===== src/rtl/elevator_ctrl_n.sv =====
// Purpose : N-floor SCAN elevator controller; latches cabin and hall calls, drives engine and per-floor doors.
// Latency : a call sampled at edge k is pending after k and acted on at k+1; a call d floors away opens at k+1+d*TRAVEL_CYC.
// Backpr. : none; panels are sampled on every edge and held in pending until the floor is served.
//
// Ports:
//   FRQ             system clock, rising edge
//   RST             asynchronous active-low reset
//   interior_panel  cabin call buttons, bit i = floor i (level or pulse)
//   exterior_panel  hall call buttons, same encoding
//   engine          00 stop, 01 up, 10 down
//   doors           one-hot open door at the current floor, 0 when closed
//   floor           current cabin floor
//   pending         latched, not yet served calls
module elevator_ctrl_n #(
    parameter int FLOORS     = 4,
    parameter int FLOOR_W    = 2,
    parameter int TRAVEL_CYC = 4,
    parameter int DOOR_CYC   = 3
) (
    input  logic               FRQ,
    input  logic               RST,
    input  logic [FLOORS-1:0]  interior_panel,
    input  logic [FLOORS-1:0]  exterior_panel,
    output logic [1:0]         engine,
    output logic [FLOORS-1:0]  doors,
    output logic [FLOOR_W-1:0] floor,
    output logic [FLOORS-1:0]  pending
);

    localparam int TCNT_W = (TRAVEL_CYC > 1) ? $clog2(TRAVEL_CYC) : 1;
    localparam int DCNT_W = (DOOR_CYC > 1) ? $clog2(DOOR_CYC) : 1;

    localparam logic [TCNT_W-1:0]  TCNT_LAST = TCNT_W'(TRAVEL_CYC - 1);
    localparam logic [DCNT_W-1:0]  DCNT_LAST = DCNT_W'(DOOR_CYC - 1);
    localparam logic [FLOOR_W-1:0] FLOOR_TOP = FLOOR_W'(FLOORS - 1);
    localparam logic [FLOORS-1:0]  FLOOR_ONE = {{(FLOORS-1){1'b0}}, 1'b1};

    typedef enum logic [1:0] {
        S_IDLE      = 2'd0,
        S_MOVE_UP   = 2'd1,
        S_MOVE_DOWN = 2'd2,
        S_DOOR_OPEN = 2'd3
    } state_t;

    typedef enum logic {
        DIR_UP   = 1'b0,
        DIR_DOWN = 1'b1
    } dir_t;

    state_t              state_q, state_d;
    dir_t                dir_q, dir_d;
    logic [FLOOR_W-1:0]  floor_q, floor_d;
    logic [FLOORS-1:0]   pending_q, pending_d;
    logic [TCNT_W-1:0]   tcnt_q, tcnt_d;
    logic [DCNT_W-1:0]   dcnt_q, dcnt_d;

    logic [FLOORS-1:0]   calls;
    logic                here_call;
    logic                ahead;
    logic                above_q;
    logic                below_q;

    // Any call strictly above floor f.
    function automatic logic any_above(input logic [FLOORS-1:0] p, input logic [FLOOR_W-1:0] f);
        logic r;
        r = 1'b0;
        for (int i = 0; i < FLOORS; i++) begin
            if (i > int'(f)) begin
                r = r | p[i];
            end
        end
        return r;
    endfunction

    // Any call strictly below floor f.
    function automatic logic any_below(input logic [FLOORS-1:0] p, input logic [FLOOR_W-1:0] f);
        logic r;
        r = 1'b0;
        for (int i = 0; i < FLOORS; i++) begin
            if (i < int'(f)) begin
                r = r | p[i];
            end
        end
        return r;
    endfunction

    // IDLE decisions look only at calls already registered.
    assign above_q = any_above(pending_q, floor_q);
    assign below_q = any_below(pending_q, floor_q);

    always_comb begin
        state_d   = state_q;
        dir_d     = dir_q;
        floor_d   = floor_q;
        tcnt_d    = tcnt_q;
        dcnt_d    = dcnt_q;
        ahead     = 1'b0;
        here_call = 1'b0;
        calls     = interior_panel | exterior_panel;

        // With the door open, a press for this floor only re-arms the dwell
        // timer; it must not leave a stale call behind once the door closes.
        if (state_q == S_DOOR_OPEN) begin
            here_call      = calls[floor_q];
            calls[floor_q] = 1'b0;
        end

        pending_d = pending_q | calls;

        unique case (state_q)
            S_IDLE: begin
                if (pending_q[floor_q]) begin
                    state_d            = S_DOOR_OPEN;
                    dcnt_d             = '0;
                    pending_d[floor_q] = 1'b0;
                end else if (above_q && (dir_q == DIR_UP || !below_q)) begin
                    state_d = S_MOVE_UP;
                    dir_d   = DIR_UP;
                    tcnt_d  = '0;
                end else if (below_q) begin
                    state_d = S_MOVE_DOWN;
                    dir_d   = DIR_DOWN;
                    tcnt_d  = '0;
                end
            end

            S_MOVE_UP, S_MOVE_DOWN: begin
                if (tcnt_q == TCNT_LAST) begin
                    tcnt_d = '0;
                    // Arrival: floor steps, then the decision is taken on the
                    // new floor using calls including those latched this edge.
                    if (state_q == S_MOVE_UP) begin
                        if (floor_q != FLOOR_TOP) begin
                            floor_d = floor_q + FLOOR_W'(1);
                        end
                        ahead = any_above(pending_d, floor_d);
                    end else begin
                        if (floor_q != '0) begin
                            floor_d = floor_q - FLOOR_W'(1);
                        end
                        ahead = any_below(pending_d, floor_d);
                    end

                    if (pending_d[floor_d]) begin
                        state_d            = S_DOOR_OPEN;
                        dcnt_d             = '0;
                        pending_d[floor_d] = 1'b0;
                    end else if (!ahead) begin
                        state_d = S_IDLE;
                    end
                end else begin
                    tcnt_d = tcnt_q + TCNT_W'(1);
                end
            end

            S_DOOR_OPEN: begin
                if (here_call) begin
                    dcnt_d = '0;
                end else if (dcnt_q == DCNT_LAST) begin
                    state_d = S_IDLE;
                    dcnt_d  = '0;
                end else begin
                    dcnt_d = dcnt_q + DCNT_W'(1);
                end
            end

            default: begin
                state_d = S_IDLE;
            end
        endcase
    end

    always_ff @(posedge FRQ or negedge RST) begin
        if (!RST) begin
            state_q   <= S_IDLE;
            dir_q     <= DIR_UP;
            floor_q   <= '0;
            pending_q <= '0;
            tcnt_q    <= '0;
            dcnt_q    <= '0;
        end else begin
            state_q   <= state_d;
            dir_q     <= dir_d;
            floor_q   <= floor_d;
            pending_q <= pending_d;
            tcnt_q    <= tcnt_d;
            dcnt_q    <= dcnt_d;
        end
    end

    assign engine  = (state_q == S_MOVE_UP)   ? 2'b01 :
                     (state_q == S_MOVE_DOWN) ? 2'b10 : 2'b00;
    assign doors   = (state_q == S_DOOR_OPEN) ? (FLOOR_ONE << floor_q) : '0;
    assign floor   = floor_q;
    assign pending = pending_q;

endmodule


===== config.mk =====
export PLATFORM = sky130hd
export DESIGN_NAME = elevator_ctrl_n
export DESIGN_NICKNAME = d
export VERILOG_FILES = /design/src/rtl/elevator_ctrl_n.sv
export SDC_FILE = /design/constraint.sdc
export NUM_CORES = 1
export LEC_CHECK = 0
export CAP_MARGIN = 20
export CORE_ASPECT_RATIO = 0.9
export CORE_MARGIN = 10
export CORE_UTILIZATION = 52
export DETAILED_ROUTE_END_ITERATION = 7
export MAX_ROUTING_LAYER = met4
export PLACE_DENSITY_LB_ADDON = 0.15
export SYNTH_ARGS = -nofsm -noshare
export SYNTH_HDL_FRONTEND = slang
export SYNTH_SLANG_ARGS = --single-unit

===== constraint.sdc =====
create_clock -name FRQ -period 2.5 [get_ports FRQ]
set_input_delay 0.5 -clock FRQ [delete_from_list [all_inputs] [get_ports FRQ]]
set_output_delay 0.5 -clock FRQ [all_outputs]
set_load 0.005 [all_outputs]

==> Yosys cells after proc, flatten, opt, wreduce, memory -nomap -nowiden <==
Cells that the tools add are included.
{ "totals": {"mem_count": 0, "latch_bits": 0, "register_bits": 13, "elab_cells": 153, "ramBits": 0, "in_bits": 10, "output_inout_bits": 12, "rom_bits": 0} }
{ "op_classes": {"mul": 0, "add_sub_neg": 4, "order_cmp": 16, "bitwise": 17, "n_mux": 79, "div": 0, "n_eq_ne": 15, "shifts": 1, "n_reduce_logical": 15} }
{ "op_table": {"columns": ["op", "n"], "rows": [
  ["$mux W2", 30],
  ["$mux W1", 35],
  ["$mux W4", 5],
  ["$ne A2 B2 Y1 const B", 7],
  ["$and A4 B4 Y4", 3],
  ["$pmux W2 S3", 2],
  ["$reduce_and A3 Y1", 3],
  ["$eq A2 B2 Y1 const B", 4],
  ["$gt A2 B2 Y1 const A", 4],
  ["$lt A1 B2 Y1 const A", 4],
  ["$not A4 Y4", 2],
  ["$or A1 B1 Y1", 8],
  ["$or A4 B4 Y4", 2],
  ["$pmux W4 S2", 1],
  ["$add A2 B1 Y2 const B", 3],
  ["$bmux W1 S2", 3],
  ["$lt A2 B3 Y1 const B", 2],
  ["$ne A3 B3 Y1 const B", 2],
  ["$reduce_bool A2 Y1", 3],
  ["$reduce_and A5 Y1", 1],
  ["$demux W1 S2", 2],
  ["$ge A2 B1 Y1 const B", 2],
  ["$gt A1 B2 Y1 const A", 2],
  ["$lt A2 B2 Y1 const A", 2],
  ["other kinds (12)", 15]
]} }

==> Depth between registers and ports, before layout <==
Gate-level depths: netlist of the first run.
{ "depth": {"ltp_word": 26, "depth_mapped": 8, "mapped_depth_nobuf": 7} }

==> Least setup slack after synthesis of the first run <==
OpenSTA, ideal clock, no wires.
{ "synth_timing": {"path_type": "flip-flop to flip-flop", "from": "reg state_q[1]", "to": "reg state_q[0]", "period_less_slack_ps": 1949, "path_slack_ps": 551, "required_time_ps": 2372, "setup_time_ps": 128, "arrival_ps": 1822, "path_buffers": 1, "path_stages_with_launch": 9, "path_cell_list": "dfrtp_1 inv_1 ha_1 buf_2 xnor2_1 o21bai_1 and3_1 o2111ai_2 mux2_1"} }
{ "synth_via": {"elab_chain_cells": 19, "word_cells_on_any_way": 47, "classes_between": "eq/ne: 8; mux: 31; bitwise: 5; reduce/logical: 3"} }
{ "synth_lines": {"columns": ["item", "line_no", "rtl"], "rows": [
  ["start, declared", "50", "state_t state_q, state_d;"],
  ["start signal, assigned", "182", "state_q <= state_d;"],
  ["$eq A2 B2 Y1", "103, 110", null],
  ["$mux W4", "103", "if (state_q == S_DOOR_OPEN) begin"],
  ["$or A4 B4 Y4", "108", "pending_d = pending_q | calls;"],
  ["$mux W1, on equally long branches", "80, 68", null],
  ["$mux W1", "132", "if (state_q == S_MOVE_UP) begin"],
  ["$mux W1", "128", "if (tcnt_q == TCNT_LAST) begin"],
  ["$mux W1", "110", "unique case (state_q)"],
  ["$or A1 B1 Y1, on equally long branches", "81, 69", null],
  ["[... 3 more ...]", null, null],
  ["$mux W1", "110", null],
  ["$or A1 B1 Y1, on equally long branches", "81, 69", null],
  ["$mux W1, on equally long branches", "80, 68", null],
  ["$mux W1", "132", null],
  ["$mux W1", "128", null],
  ["$mux W1", "110", null],
  ["$ne A3 B3 Y1 (no line)", null, null],
  ["$reduce_and A5 Y1 (no line)", null, null]
]} }
Parallel ways exist; a longest one is shown, timed or not. The select of a mux whose other input is x is not followed.
A chain may end at the register's enable or synchronous reset.

==> Worst setup path in the final report of the first run <==
{ "layout_timing": {"from": "reg floor_q[1], in the netlist floor[1]", "to": "out doors[1]"} }
{ "layout_via": {"elab_chain_cells": 2} }
{ "layout_lines": {"columns": ["item", "line_no", "rtl"], "rows": [
  ["start, declared", "52", "logic [FLOOR_W-1:0] floor_q, floor_d;"],
  ["start signal, assigned", "184", "floor_q <= floor_d;"],
  ["$shl A1 B2 Y4", "193", "assign doors = (state_q == S_DOOR_OPEN) ? (FLOOR_ONE << floor_q) : '0;"],
  ["$mux W4", "193", null],
  ["end, declared", "25", "output logic [FLOORS-1:0] doors,"]
]} }
No other way between the ends.

==> results.md, run 1 <==
- Outcome: complete, no violations
- Reg2Reg Launch Point: state_q[1]
- Worst R2R Setup Slack: approximately 0.29 ns
- Drt initial violations: 49
- Top_reg_cell synth: dfrtp_1
- Synthesized flop and latch total: 13
- Slew Limit Fails: 0
- Synth async-reset ratio: 100%
- Worst Hold Depth: 1
- RR Endpoint: dcnt_q[1]
- Post-Route WL: 3340 microns
- Worst clock skew: between 0.004 and 0.005 ns
- Synthesized area per cell: about 8.3 sq um
- EDFF count, synth: 0
- Number of synthesis warnings: 0
- Power Dens Cells: 1350 nW/um^2
- Synth area leader: dfrtp_1
- First-pass GRT wire length: 5420 microns
- Largest net degree at the start of global routing: 15
- # H-tree levels: 1
- Die ar.: between 4000 and 5000 sq um
- Diode count: 0
- Setup Viol. Count Final: 0
- Post-synth cell types: about 50
- Largest buffer count on any clock path: 2
- Hold_sp: tcnt_q[1]
- Clk root buf: clkbuf_4
- Share of cells above drive strength 1: 13.8%
- Top-count cell post-synth: nor2_1
- Crit-path max FO: 13
- Final Critical Period: approximately 2.4 ns
- Number of global-route vias before repair: 1117
- CP Launch Type: flip-flop
- Placed Cells: 190
- # port buffers: 21
- Non-Filler Instances: just under 200
- CP cell instances: buf_4 -> nor3b_1 -> clkdlybuf4s50_1
- Slew margin rel.: 53.7%
- Routed vias: 1211
- Tcrit/Tclk final: 94.8%
- # IOs: 22
- Critical path type: flip-flop to output pin
- Setup TNS: 0 ns
- Area growth, synth to finish: 21.1%
- Post-synth top cells: nor2_1 (20), dfrtp_1 (13), o21ai_0 (11)
- # DRC: 0
- Worst-Margin Slew: around 0.69 ns
- Core area: 2220 sq um
- Overflow after GRT: 0
- Share of the synthesized area in the top cell type: about a quarter
- Worst path required time: about 2.0 ns
- Mapped cell area: approximately 1200 sq um
- Die Wd: roughly 71 microns
- DR WL/cell: roughly 17 microns
- Final Hold Fails: 0
- Crit end category: output pin
- WP data arrival: around 1.9 ns
- CTS Hold Bufs: 0
- Antenna violations before repair: 0
- Max VDD drop: roughly 0.00084 V
- Worst reg2reg path depth: 7
- Main area contributors after synthesis: dfrtp_1 (26%), ha_1 (6.1%), nor2_1 (6.1%)
- TritonCTS Buffers: 3
- Max_cap viols: 0
- Design Area, Final: between 1000 and 1500 sq um
- Critical-path top delay cell: clkdlybuf4s50_1
- Hold crit path type: flip-flop to flip-flop
- Clk sink count: 13
- Total track usage: roughly 15%
- Post-route ant nets: 0
- Delay-heaviest family, CP: buffers and inverters
- Synthesized instance count: around 150
- Vias per cell: between 6 and 7
- Nets@finish: about 180
- RSZ-0062 raised after global routing: false
- Leakage: 0.000576 uW
- Mapped Nets: roughly 160
- Clock latency on the worst-skew pair: between 0.2 and 0.3 ns
- Core Rows: 16
- Die Y: approximately 66 microns
- Dpl hpwl: ~2600 microns
- CTS tree: yes
- Hold EP: tcnt_q[1]
- GP Congestion: about 0.96
- Post-placement cell area: approximately 1500 sq um
- Starting Density: between 50% and 60%
- Worst-path clk slew: roughly 0.08 ns
- WP buf/inv: 2
- # Post-CTS Setup Buffers: 0
- DRT Pass-1 Iters: 4
- Sequential fraction of the synthesis area: a little over a quarter
- Crit path largest cell delay: between 0.5 and 0.6 ns
- FMAX: approximately 420 MHz
## flip-flops by register name, summed over array words and instances, names as in the netlist
| name | flops |
|---|---|
| pending | 4 |
| state_q | 2 |
| dcnt_q | 2 |
| tcnt_q | 2 |
| dir_q | 1 |
| floor | 2 |
## metrics by stage
stage	util, %	total power [uW]	hold WS (ns)	setup slack, ns
finish	67.1	2020	0.511	0.129
global route	67.1	2200	0.534	0.0269
CTS	66.9	2000	0.514	0.0476
detailed placement	65.7	1860	0.494	0.0177
global placement	65.7	1810	0.481	0.0531
floorplan	-	1450	0.204	0.551
## worst reg2reg max path, delay by kind of cell, from the launching register on
family | cells | cell delay [ns]
multiplexers | 1 | 0.34
AND/OR/NAND/NOR | 2 | 0.39
AO/OA/AOI/OAI | 2 | 0.47
adder cells (fa/ha/maj) | 1 | 0.36
buffers and inverters | 1 | 0.10
flip-flops | 1 | 0.44
## report_power, final
group	internal [uW]	switching (uW)	total [uW]
Sequential	314	204	518
Combinational	676	680	1360
Clock	62.2	80.7	143
## cell families (layout without fill, tap and decap cells)
kind of cell	Yosys count	in the layout	synth area share (%)
fa+ha+maj	6	6	6.10
xor+xnor	1	1	0.712
compound gates	42	42	24.5
simple gates	60	60	25.9
buf+inv	18	37	6.40
mux	8	8	9.96
flops	13	13	26.4
## area by class of cell
type	instances	area (sq um)
repair buffers	26	248
inverters	7	26.3
flip-flops and latches	13	328
fillers	193	731
well taps	27	33.8
clock buffers	4	26.3
multi-input cells	117	830
## layout by cell type, fill, tap and decap left out, drive strengths merged, types with 3 or more instances in the layout
master / n
a21oi: 6
buf: 5
clkbuf: 4
clkdlybuf4s50: 21
dfrtp: 13
ha: 6
inv: 7
mux2: 4
mux4: 3
nand2: 8
nand2b: 5
nor2: 20
nor2b: 3
nor3: 7
o211ai: 3
o21ai: 14
or2: 4
## how the worst max path moves through the flow
stage	startpoint	end	slack (ns)	cells after the start
after floorplan	state_q[1]	state_q[0]	0.55	8
after global routing	floor[1]	doors[1]	0.03	3
final	floor[1]	doors[1]	0.13	3
after global placement	exterior_panel[2]	state_q[0]	0.05	6
after detailed placement	exterior_panel[2]	state_q[1]	0.02	6
after CTS	floor[1]	doors[1]	0.05	3
## layer usage
metal | vias to the layer above | wire length [microns] | global-route usage (%)
met4 | 0 | 72 | 6.28
met5 | - | 0 | -
met2 | 47 | 1560 | 21.8
met1 | 572 | 1450 | 17.8
li1 | 582 | - | -
met3 | 10 | 254 | 4.20
## repair_timing
| item | CTS | global route |
|---|---|---|
| setup endpoints to repair | 0 | 3 |
| gates resized for setup | 0 | 3 |
| hold endpoints to repair | 0 | 0 |
(Power assumes the default switching activity.)
==> inputs of run 2 (changes only) <==
SLEW_MARGIN = 30   (was default)
==> results of run 2 <==
The final DEF is identical to that of run 1; final timing and power are the same.
==> inputs of run 3 (changes only) <==
CORE_ASPECT_RATIO = 0.7   (was 0.9)
CTS_BUF_LIST = sky130_fd_sc_hd__clkbuf_16   (was default)
==> results.md, run 3 (same netlist as run 1, synthesis figures left out) <==
- # DRC: 0 (unchanged)
- Sw Pwr: 1060 uW (+10%)
- Routed vias: 1292 (+6.7%)
- Multi-input logic area: 827 sq um (-0.30%)
- Die Y: 60.7 microns (-8.2%)
- RR Endpoint: state_q[1]
- # port buffers: 21 (unchanged)
- CP Launch Type: flip-flop
- Setup Viol. Count Final: 0 (unchanged)
- Drt initial violations: 190 (+290%)
- Sw Ratio: 46.4% (-1.4 points)
- Post-CTS Resized: 0 (unchanged)
- # H-tree levels: 1 (unchanged)
- Hold crit path type: flip-flop to flip-flop
- First-pass GRT wire length: 6310 microns (+17%)
- Overall Power: 2290 uW (+14%)
- Largest net degree at the start of global routing: 15 (unchanged)
- Clk root buf: clkbuf_16
- Commonest non-fill, non-tap cell in the layout: clkdlybuf4s50_1
- Worst reg2reg path depth: 6 (-1)
- Final WS setup: 0.108 ns (-0.0207 ns)
- Cell internal pwr: 1230 uW (+17%)
- Die ar.: 4750 sq um (+0.61%)
- Post-route ant nets: 0 (unchanged)
- Worst-Margin Slew: 0.645 ns (-0.0470 ns)
- Clk sink count: 13 (unchanged)
- Outcome: complete, no violations
- Antenna violations before repair: 0 (unchanged)
- Die Wd: 78.2 microns (+9.6%)
- GP Congestion: 0.866 (-10%)
- Reg2Reg Launch Point: state_q[1]
- Commonest cells after routing, fill and taps aside: clkdlybuf4s50_1 (21), nor2_1 (20), dfrtp_1 (13)
- Max reg flops: 4 (unchanged)
- Clock power frac: 13.4% (+6.3 points)
- Post-Route WL: 3790 microns (+14%)
- Final Critical Period: 2.39 ns (+0.0207 ns)
- Nets@finish: 186 (+1.1%)
- Total track usage: 17.2% (+2.7 points)
- Max VDD drop: 0.000753 V (-9.9%)
- Setup TNS: 0 ns (unchanged)
- Core Rows: 14 (-2)
- Comb power frac: 64.5% (-2.7 points)
- Power Dens Cells: 1470 nW/um^2 (+8.6%)
- Register area: 325 sq um (-0.76%)
- Largest buffer count on any clock path: 2 (unchanged)
- Leakage: 0.000617 uW (+7.0%)
- FMAX: 418 MHz (-0.86%)
- Register share of total power: 22.1% (-3.6 points)
- Max_cap viols: 0 (unchanged)
- CTS Hold Bufs: 0 (unchanged)
- TritonCTS Buffers: 3 (unchanged)
- WP data arrival: 1.89 ns (+0.02 ns)
- Worst R2R Setup Slack: 0.23 ns (-0.06 ns)
- CTS tree: yes
- # Post-CTS Setup Buffers: 0 (unchanged)
- Pre-CTS setup slack: -0.00869 ns (-0.0263 ns)
- RSZ-0062 raised after global routing: false
- DRT Pass-1 Iters: 4 (unchanged)
- Clock latency on the worst-skew pair: 0.25 ns (-0.04 ns)
- Overflow after GRT: 0 (unchanged)
- Critical path destination: doors[0]
- Slew Limit Fails: 0 (unchanged)
- Area growth, synth to finish: 26.7%
- Worst path required time: 2.00 ns (about the same)
- Crit end category: output pin
- Final Hold Fails: 0 (unchanged)
- Worst clock skew: 0.00163 ns (-0.00274 ns)
- Critical path type: flip-flop to output pin
- Number of global-route vias before repair: 1241 (+11%)
- Core area: 2210 sq um (-0.68%)
- Tcrit/Tclk final: 95.7% (+0.83 points)
- DR WL/cell: 18.9 microns (+9.7%)
- Diode count: 0 (unchanged)
- Crit-path max FO: 7 (-6)
- Share of cells above drive strength 1: 13.0% (-0.75 points)
- Dpl hpwl: 2790 microns (+8.8%)
- Worst-path clk slew: 0.05 ns (-0.03 ns)
- # IOs: 22 (unchanged)
- Slew margin rel.: 56.9% (+3.1 points)
- # fillers: 181 (-6.2%)
- Vias per cell: 6.43 (+3.0%)
- Starting Density: 55.8% (+0.38 points)
- Critical Path Source: state_q[1]
run 3: changes by cell type in the layout (fill, tap and decap cells not counted):
cell / before / now
dfrtp_1: 11 / 13
inv_1: 7 / 8
clkbuf_4: 3 / 0
ha_2: 1 / 0
clkbuf_16: 0 / 3
dfrtp_2: 2 / 0
buf_4: 5 / 7
clkbuf_1: 1 / 0
ha_1: 5 / 6
run 3: area by class of cell:
cell class / count / share of cell area (%)
inverter: 7 / 1.68
tap: 32 / 2.57
sequential: 13 / 20.8
multi-input combinational: 117 / 53.0
timing repair buffer: 28 / 16.8
clock buffer: 3 / 4.81
clock inverter: 1 / 0.241
run 3: worst max-delay path: stages (launching register included):
cell,delay (ns)
dfrtp_1,0.42
ha_1,0.33
nor3b_2,0.33
clkdlybuf4s50_1,0.56
run 3: metrics by stage:
| step | hold WS (ns) | util, % | instance area (sq um) | instances |
|---|---|---|---|---|
| global route | 0.519 | 70.7 | 1560 | 201 |
| CTS | 0.496 | 70.7 | 1560 | 201 |
| floorplan | 0.204 | - | 1230 | 148 |
| detailed placement | 0.485 | 67.1 | 1480 | 197 |
| finish | 0.488 | 70.7 | 1560 | 201 |
| global placement | 0.480 | 67.1 | 1480 | 197 |
run 3: worst min-delay path by stage:
| stage | endpoint | slack (ns) | cells after the start | from |
|---|---|---|---|---|
| global placement | tcnt_q[1] | 0.48 | 1 | tcnt_q[1] |
| finish | tcnt_q[1] | 0.49 | 1 | tcnt_q[1] |
| global route | tcnt_q[1] | 0.52 | 1 | tcnt_q[1] |
| detailed placement | tcnt_q[1] | 0.49 | 1 | tcnt_q[1] |
| floorplan | dcnt_q[0] | 0.20 | 0 | RST |
| CTS | tcnt_q[1] | 0.50 | 1 | tcnt_q[1] |
run 3: power groups by stage:
stage                     sequential, uW  combinational [uW]  clock (uW)
after detailed placement             501                1410           0
after global routing                 530                1610         315
final                                505                1480         308
after CTS                            500                1450         306
after global placement               488                1370           0
after floorplan                      392                1060           0
run 3: per-layer routing:
| metal | part of all wire (%) | GRT usage, % | vias to the layer above | wire, microns |
|---|---|---|---|---|
| met5 | 0 | - | - | 0 |
| met4 | 3.0 | 7.63 | 0 | 112 |
| met1 | 40 | 20.3 | 595 | 1520 |
| met2 | 46 | 26.3 | 95 | 1750 |
| li1 | - | - | 584 | - |
| met3 | 11 | 5.90 | 18 | 403 |
